`src/rtl/instr_fetch_seq_pkg.sv`:
```
// Shared CPU fetch definitions: state encoding, default widths and reset PC.
package instr_fetch_seq_pkg;

  localparam int          AW_DEF     = 16;
  localparam int          DW_DEF     = 16;
  localparam logic [15:0] RST_PC_DEF = 16'h0000;

  typedef enum logic [1:0] {
    ST_IDLE  = 2'b00,
    ST_FETCH = 2'b01,
    ST_HOLD  = 2'b10
  } fetch_state_t;

endpackage

```
`src/rtl/instr_fetch_seq_fetch_pc_reg.sv`:
```
// Program counter register: load beats increment, increment wraps modulo 2^AW.
module fetch_pc_reg
  import instr_fetch_seq_pkg::*;
#(
  parameter int            AW     = AW_DEF,
  parameter logic [AW-1:0] RST_PC = AW'(RST_PC_DEF)
) (
  input  logic          clk,
  input  logic          reset,
  input  logic          ld,
  input  logic          inc,
  input  logic [AW-1:0] d,
  output logic [AW-1:0] q
);

  always_ff @(posedge clk or posedge reset) begin
    if (reset)    q <= RST_PC;
    else if (ld)  q <= d;
    else if (inc) q <= q + AW'(1);
  end

endmodule

```
`src/rtl/instr_fetch_seq.sv`:
```
// Instruction fetch sequencer: issues reads at the PC and hands fetched words
// to decode through a valid/ready handshake, with branch redirect.
//
// state | meaning
// IDLE  | not fetching; waits for start, branches load the PC
// FETCH | read outstanding at mem_addr; waits for mem_ack
// HOLD  | ir holds a valid instruction; waits for ir_ready or a branch
module instr_fetch_seq
  import instr_fetch_seq_pkg::*;
#(
  parameter int            AW     = AW_DEF,
  parameter int            DW     = DW_DEF,
  parameter logic [AW-1:0] RST_PC = AW'(RST_PC_DEF)
) (
  input  logic          clk,
  input  logic          reset,
  input  logic          start,
  input  logic          halt,
  input  logic          br_valid,
  input  logic [AW-1:0] br_target,
  output logic          mem_req,
  output logic [AW-1:0] mem_addr,
  input  logic          mem_ack,
  input  logic [DW-1:0] mem_rdata,
  output logic [DW-1:0] ir,
  output logic          ir_valid,
  input  logic          ir_ready,
  output logic [AW-1:0] pc
);

  fetch_state_t  state_q, state_d;
  logic          mem_req_d, ir_valid_d, br_pend, br_pend_d;
  logic [AW-1:0] mem_addr_d;
  logic [DW-1:0] ir_d;
  logic          pc_ld, pc_inc;

  fetch_pc_reg #(.AW(AW), .RST_PC(RST_PC)) u_pc (
    .clk   (clk),
    .reset (reset),
    .ld    (pc_ld),
    .inc   (pc_inc),
    .d     (br_target),
    .q     (pc)
  );

  always_ff @(posedge clk or posedge reset) begin
    if (reset) begin
      state_q  <= ST_IDLE;
      mem_req  <= 1'b0;
      mem_addr <= RST_PC;
      ir       <= '0;
      ir_valid <= 1'b0;
      br_pend  <= 1'b0;
    end else begin
      state_q  <= state_d;
      mem_req  <= mem_req_d;
      mem_addr <= mem_addr_d;
      ir       <= ir_d;
      ir_valid <= ir_valid_d;
      br_pend  <= br_pend_d;
    end
  end

  always_comb begin
    state_d    = state_q;
    mem_req_d  = mem_req;
    mem_addr_d = mem_addr;
    ir_d       = ir;
    ir_valid_d = ir_valid;
    br_pend_d  = br_pend;
    pc_ld      = br_valid;
    pc_inc     = 1'b0;
    unique case (state_q)
      ST_IDLE: begin
        if (start) begin
          state_d    = ST_FETCH;
          mem_req_d  = 1'b1;
          mem_addr_d = br_valid ? br_target : pc;
        end
      end
      ST_FETCH: begin
        if (mem_ack) begin
          // An ack for a request issued before a redirect is stale: drop it
          // and re-issue at the redirected PC.
          if (br_pend || br_valid) begin
            br_pend_d  = 1'b0;
            mem_req_d  = 1'b1;
            mem_addr_d = br_valid ? br_target : pc;
          end else begin
            ir_d       = mem_rdata;
            ir_valid_d = 1'b1;
            pc_inc     = 1'b1;
            mem_req_d  = 1'b0;
            state_d    = ST_HOLD;
          end
        end else if (br_valid) begin
          br_pend_d = 1'b1;
        end
      end
      ST_HOLD: begin
        if (br_valid || ir_ready) begin
          ir_valid_d = 1'b0;
          state_d    = halt ? ST_IDLE : ST_FETCH;
          mem_req_d  = !halt;
          mem_addr_d = br_valid ? br_target : pc;
        end
      end
      default: begin
        state_d   = ST_IDLE;
        mem_req_d = 1'b0;
        br_pend_d = 1'b0;
      end
    endcase
  end

endmodule

```
`config.mk`:
```
export PLATFORM = sky130hd
export DESIGN_NAME = instr_fetch_seq
export DESIGN_NICKNAME = d
export VERILOG_FILES = /design/src/rtl/instr_fetch_seq_pkg.sv /design/src/rtl/instr_fetch_seq_fetch_pc_reg.sv /design/src/rtl/instr_fetch_seq.sv
export SDC_FILE = /design/constraint.sdc
export NUM_CORES = 1
export LEC_CHECK = 0
export ABC_AREA = 1
export CAP_MARGIN = 20
export CORE_MARGIN = 1
export CORE_UTILIZATION = 55
export DETAILED_ROUTE_END_ITERATION = 8
export DONT_BUFFER_PORTS = 1
export PLACE_DENSITY = 0.7
export SKIP_LAST_GASP = 1
export SYNTH_ARGS = -nofsm -noshare
export SYNTH_HDL_FRONTEND = slang
export SYNTH_SLANG_ARGS = --single-unit
```
`constraint.sdc`:
```
create_clock -name clk -period 2.23 [get_ports clk]
set_input_delay 0.446 -clock clk [delete_from_list [all_inputs] [get_ports clk]]
set_output_delay 0.446 -clock clk [all_outputs]
set_load 0.01 [all_outputs]
```
=== After elaboration in Yosys (flattened, before gate mapping) ===
Index checks and enable logic that the tools add are counted.

* $add $sub $neg: 1
* Multiplexer cells: 30
* Reductions and logical operators: 14
* Bitwise operators: 2
* Equal/unequal tests: 9

{| class="wikitable"
|+ Operators with widths
! cell !! number
|-
| 16-bit 2-to-1 mux || 7
|-
| 16-bit case mux with 3 select lines || 1
|-
| 16-bit by 1-bit adder with 16-bit output, second input constant || 1
|-
| 1-bit 2-to-1 mux || 14
|-
| 2-bit != test, second input constant || 5
|-
| 3-bit AND reduction || 3
|-
| 2-bit 2-to-1 mux || 4
|-
| 4-bit AND reduction || 2
|-
| 3-bit != test, second input constant || 2
|-
| 2-bit case mux with 3 select lines || 1
|-
| 5-bit AND reduction || 1
|-
| 1-bit case mux with 2 select lines || 2
|-
| 2-bit nonzero test || 2
|-
| 1-bit case mux with 3 select lines || 1
|-
| 3-bit nonzero test || 1
|-
| 2-bit by 1-bit == test with 1-bit output, second input constant || 1
|-
| 2-bit == test, second input constant || 1
|-
| 2-bit logical NOT || 1
|-
| 1-bit logical OR || 2
|-
| 1-bit inverter || 2
|-
| 2-bit OR reduction || 1
|-
| 1-bit logical NOT || 1
|}

* Input bits: 39
* Bits in registers: 53
* Output and inout bits: 50
* Word-level logic and storage cells: 63

=== Logic depth before layout (Yosys ltp) ===
* Word-level depth: 6
* Mapped depth: 8
* Depth with buffers taken out: 8

=== Cells and area by module ===
From an unflattened synthesis, not the netlist that was laid out.

* Cell total of the unflattened synthesis: 383
* Area, all modules: 2,980.4 um^2

{| class="wikitable"
|+ Modules (own cells, without submodules)
! module !! area an instance (um^2) !! cells an instance !! seq. area each (um^2) !! instances
|-
| instr_fetch_seq || 1,928.1 || 248 || 925.9 || 1
|-
| fetch_pc_reg || 1,052.3 || 135 || 400.4 || 1
|}

=== Least setup slack after synthesis ===
Ideal clock, no wire load.

* Path kind: reg2reg
* Start point: register u_pc.q[0]
* End point: register u_pc.q[8]
* Data arrival time: 1.198 ns
* Stages on the path, launching flop included: 8
* Buffers on the path: 0
* Setup slack: 0.901 ns
* Period minus slack after synthesis: 1.329 ns
* Required time: 2.099 ns
* Cells stage by stage: dfrtp_1 > ha_1 > nand3_1 > inv_1 > nand2_1 > xor2_1 > nand2_1 > o21ai_0

* Word-level cells in the longest chain between the ends: 3

{| class="wikitable"
|+ Ends and longest elaborated chain
! item !! RTL line !! RTL
|-
| from (decl) || instr_fetch_seq_fetch_pc_reg.sv:13 || <nowiki>output logic [AW-1:0] q</nowiki>
|-
| from (signal assigned) || instr_fetch_seq_fetch_pc_reg.sv:19 || <nowiki>else if (inc) q <= q + AW'(1);</nowiki>
|-
| 16-bit by 1-bit adder with 16-bit output || instr_fetch_seq_fetch_pc_reg.sv:19 ||
|-
| 16-bit 2-to-1 mux || instr_fetch_seq_fetch_pc_reg.sv:19 ||
|-
| 16-bit 2-to-1 mux || instr_fetch_seq_fetch_pc_reg.sv:18 || <nowiki>else if (ld) q <= d;</nowiki>
|}

No other way between the ends. The select of a mux whose other input is x is not followed.
A chain may end at the register's enable or synchronous reset.

=== Worst setup path in the final report ===
Same ends and word-level chain as after synthesis.

==> impl_metrics.yaml <==
clock_tree:
  ctsHoldBuffers: 0
  root_buffer: "clkbuf_8"
  clk_latency_ns: 0.30
  cts_tree: "built"
  clock-sinks: 53
  post-cts-setup-buffer-count: 0
  cts-resized-gates: 0
  cts_buffer_depth: 2
  htreeDepth: 2
  clkTransAtPathRegs_ns: 0.10
  numCtsBuffers: 5
outcome:
  status: "complete, no violations"
setup_path:
  cp_max_fo: 6
  end_kind: "flop"
  critPathLaunchType: "flop"
  crit_required_ns: 2.41
  crit_arrival_ns: 1.76
  crit_type: "reg2reg"
cells_and_area:
  final_cells: 425
  postLayoutCoreUtil_pct: 60.00
  drive_above_1_share_pct: 11.73
  antenna_cells: 0
  fin_nets: 397
  mostFrequentLayoutCell: "nand2_1"
  syn_to_final_growth_pct: 3.541
  final_cell_mix: "132 x nand2_1, 53 x dfrtp_1, 31 x nor2_1"
power:
  p_sw_mw: 1.449
  p_leak_nw: 1.433
  pwr-share-seq_pct: 54.7
  netSwitchingFraction_pct: 43.12
  p_clk_share_pct: 16.4
  vdd_ir_drop_max_mv: 0.7047
  power_frac_comb_pct: 28.9
  intPower_mw: 1.911
  powerDensity_nw_per_um2: 1163
synthesis:
  synth.top_cells.by_area: "dfrtp_1 48%, nand2_1 18%, nand3_1 4.5%, o21ai_2 4.4%, nor2_1 4.2%"
  ys_seq_area_share_pct: 47.51
  yosys.area.top_type: "dfrtp_1"
  synthDominantCellAreaShare_pct: 47.51
  ys_seq_elements: 53
  syn_area_um2: 2791
  yosysUniqueCellTypes: 30
  synthCells: 361
  yosys_warnings: 0
  synth_fp_nets: 401
  synth_area_per_cell_um2: 7.732
routing:
  wirelength_mm: 6.147
  routedWlPerCell_um: 14.46
  num_vias: 2296
  drc: 0
  ant_nets: 0
  viasPerCell: 5.402
  drtPass1Iterations: 5
  drt_iter0_markers: 119
placement:
  io_buffers: 0
  gp_congestion: 0.8694
  pre_cts_slack_ns: 0.5948
  dp_cells: 417
  place_hpwl_mm: 4.509
flow_run:
  cap_viol_max_count: 0
timing:
  setup_tns_ns: 0
  timing.final.crit_share_pct: 71.17
  tightestPinTransition_ns: 0.5640
  setup_ws_ns: 0.6430
  slew_viol_final: 0
  whs_ns: 0.06605
  rsz0062_at_grt: "false"
  fin_skew_ns: 0.007946
  slew_headroom_pct: 62.35
  finalHoldViolations: 0
  max_freq_ghz: 0.6301
  setup_viol: 0
  finalCriticalPeriod_ns: 1.587
grt:
  grt_use_total_pct: 24.52
  antenna_found_initial: 0
  grt_first_pass_wirelength_mm: 10.01
  grt_max_degree: 48
  grt_pass1_vias: 2146
  grt_overflow: 0
floorplan:
  die_area_um2: 5364
  die_y_um: 73.24
  ioPinCount: 89
  start_util_pct: 57.95
  num_rows: 25
  core_um2: 4817
  die-width_um: 73.24
hold_path:
  hp-class: "in2async"
[stage by stage]
step	instance area, µm²	total power [mW]
after floorplan	2791	2.665
after global placement	2800	2.802
after detailed placement	2800	2.837
after CTS	2890	3.393
after global routing	2890	3.633
final	2890	3.361
[synth_stat cells (all sizes together)]
cell type    n
nand3b       1
a31oi        2
o21ai       30
nand2      133
a21oi       16
mux2i        1
inv         33
a21boi       1
buf         12
a22oi        2
nand3       27
dfrtp       53
clkbuf       2
o21a         1
nand4        6
xor2         1
o211ai       1
ha           1
nor2        38
[per-layer routing]
layer	vias to the layer above	global-route usage [%]	share of wire (%)
met3	9	8.702	7.5
met2	74	38.48	46
met1	1072	32.03	45
met5	-	0	0
li1	1141	-	-
met4	0	6.754	1.4
[flip-flops by register name, indices dropped and copies added (netlist names)]
register,count
ir,16
mem_req,1
br_pend,1
ir_valid,1
state_q,2
mem_addr,16
u_pc.q,16
[logic make-up after synthesis]
family / synth area share (%)
and+or+nand+nor: 30.75
AOI/OAI and AO/OA: 12.06
DFF: 47.51
buffers and inverters: 8.561
xor gates and xnor gates: 0.3138
muxes: 0.3586
adders and majority gates: 0.4482
[layout make-up]
cell class	instances	area, µm²
Fill cell	450	1927
Inverter	33	128.9
Sequential cell	53	1326
Tap cell	67	83.83
Multi-Input combinational cell	261	1226
Clock buffer	5	68.82
Clock inverter	3	21.27
Timing Repair Buffer	3	35.03
[power by group through the flow]
| stage | logic [mW] | registers, mW | clock network [mW] |
|---|---|---|---|
| 6_report | 0.971 | 1.84 | 0.550 |
| 5_1_grt | 1.13 | 1.90 | 0.604 |
| 4_1_cts | 0.982 | 1.84 | 0.567 |
| 3_5_place_dp | 0.980 | 1.86 | 0 |
| 3_3_place_gp | 0.949 | 1.85 | 0 |
| 2_1_floorplan | 0.903 | 1.76 | 0 |
[worst paths after layout]
check / startpoint / to / slack, ns / cells past startpoint
hold / removal: reset / ir[1] / 0.07 / 1
setup / recovery: u_pc.q[0] / u_pc.q[8] / 0.64 / 7
setup reg to reg: u_pc.q[0] / u_pc.q[8] / 0.64 / 7
max in group asynchronous: reset / u_pc.q[14] / 1.61 / 2
min in group clk: mem_rdata[12] / ir[12] / 0.24 / 2
hold reg to reg: mem_addr[1] / mem_addr[1] / 0.56 / 2
[critical path: stages (launching register included)]
cell     delay, ns
dfrtp_1       0.48
ha_1          0.23
nand3_1       0.17
inv_1         0.22
nand2_1       0.09
xor2_1        0.15
nand2_1       0.05
o21ai_0       0.07
(Power assumes the default switching activity.)
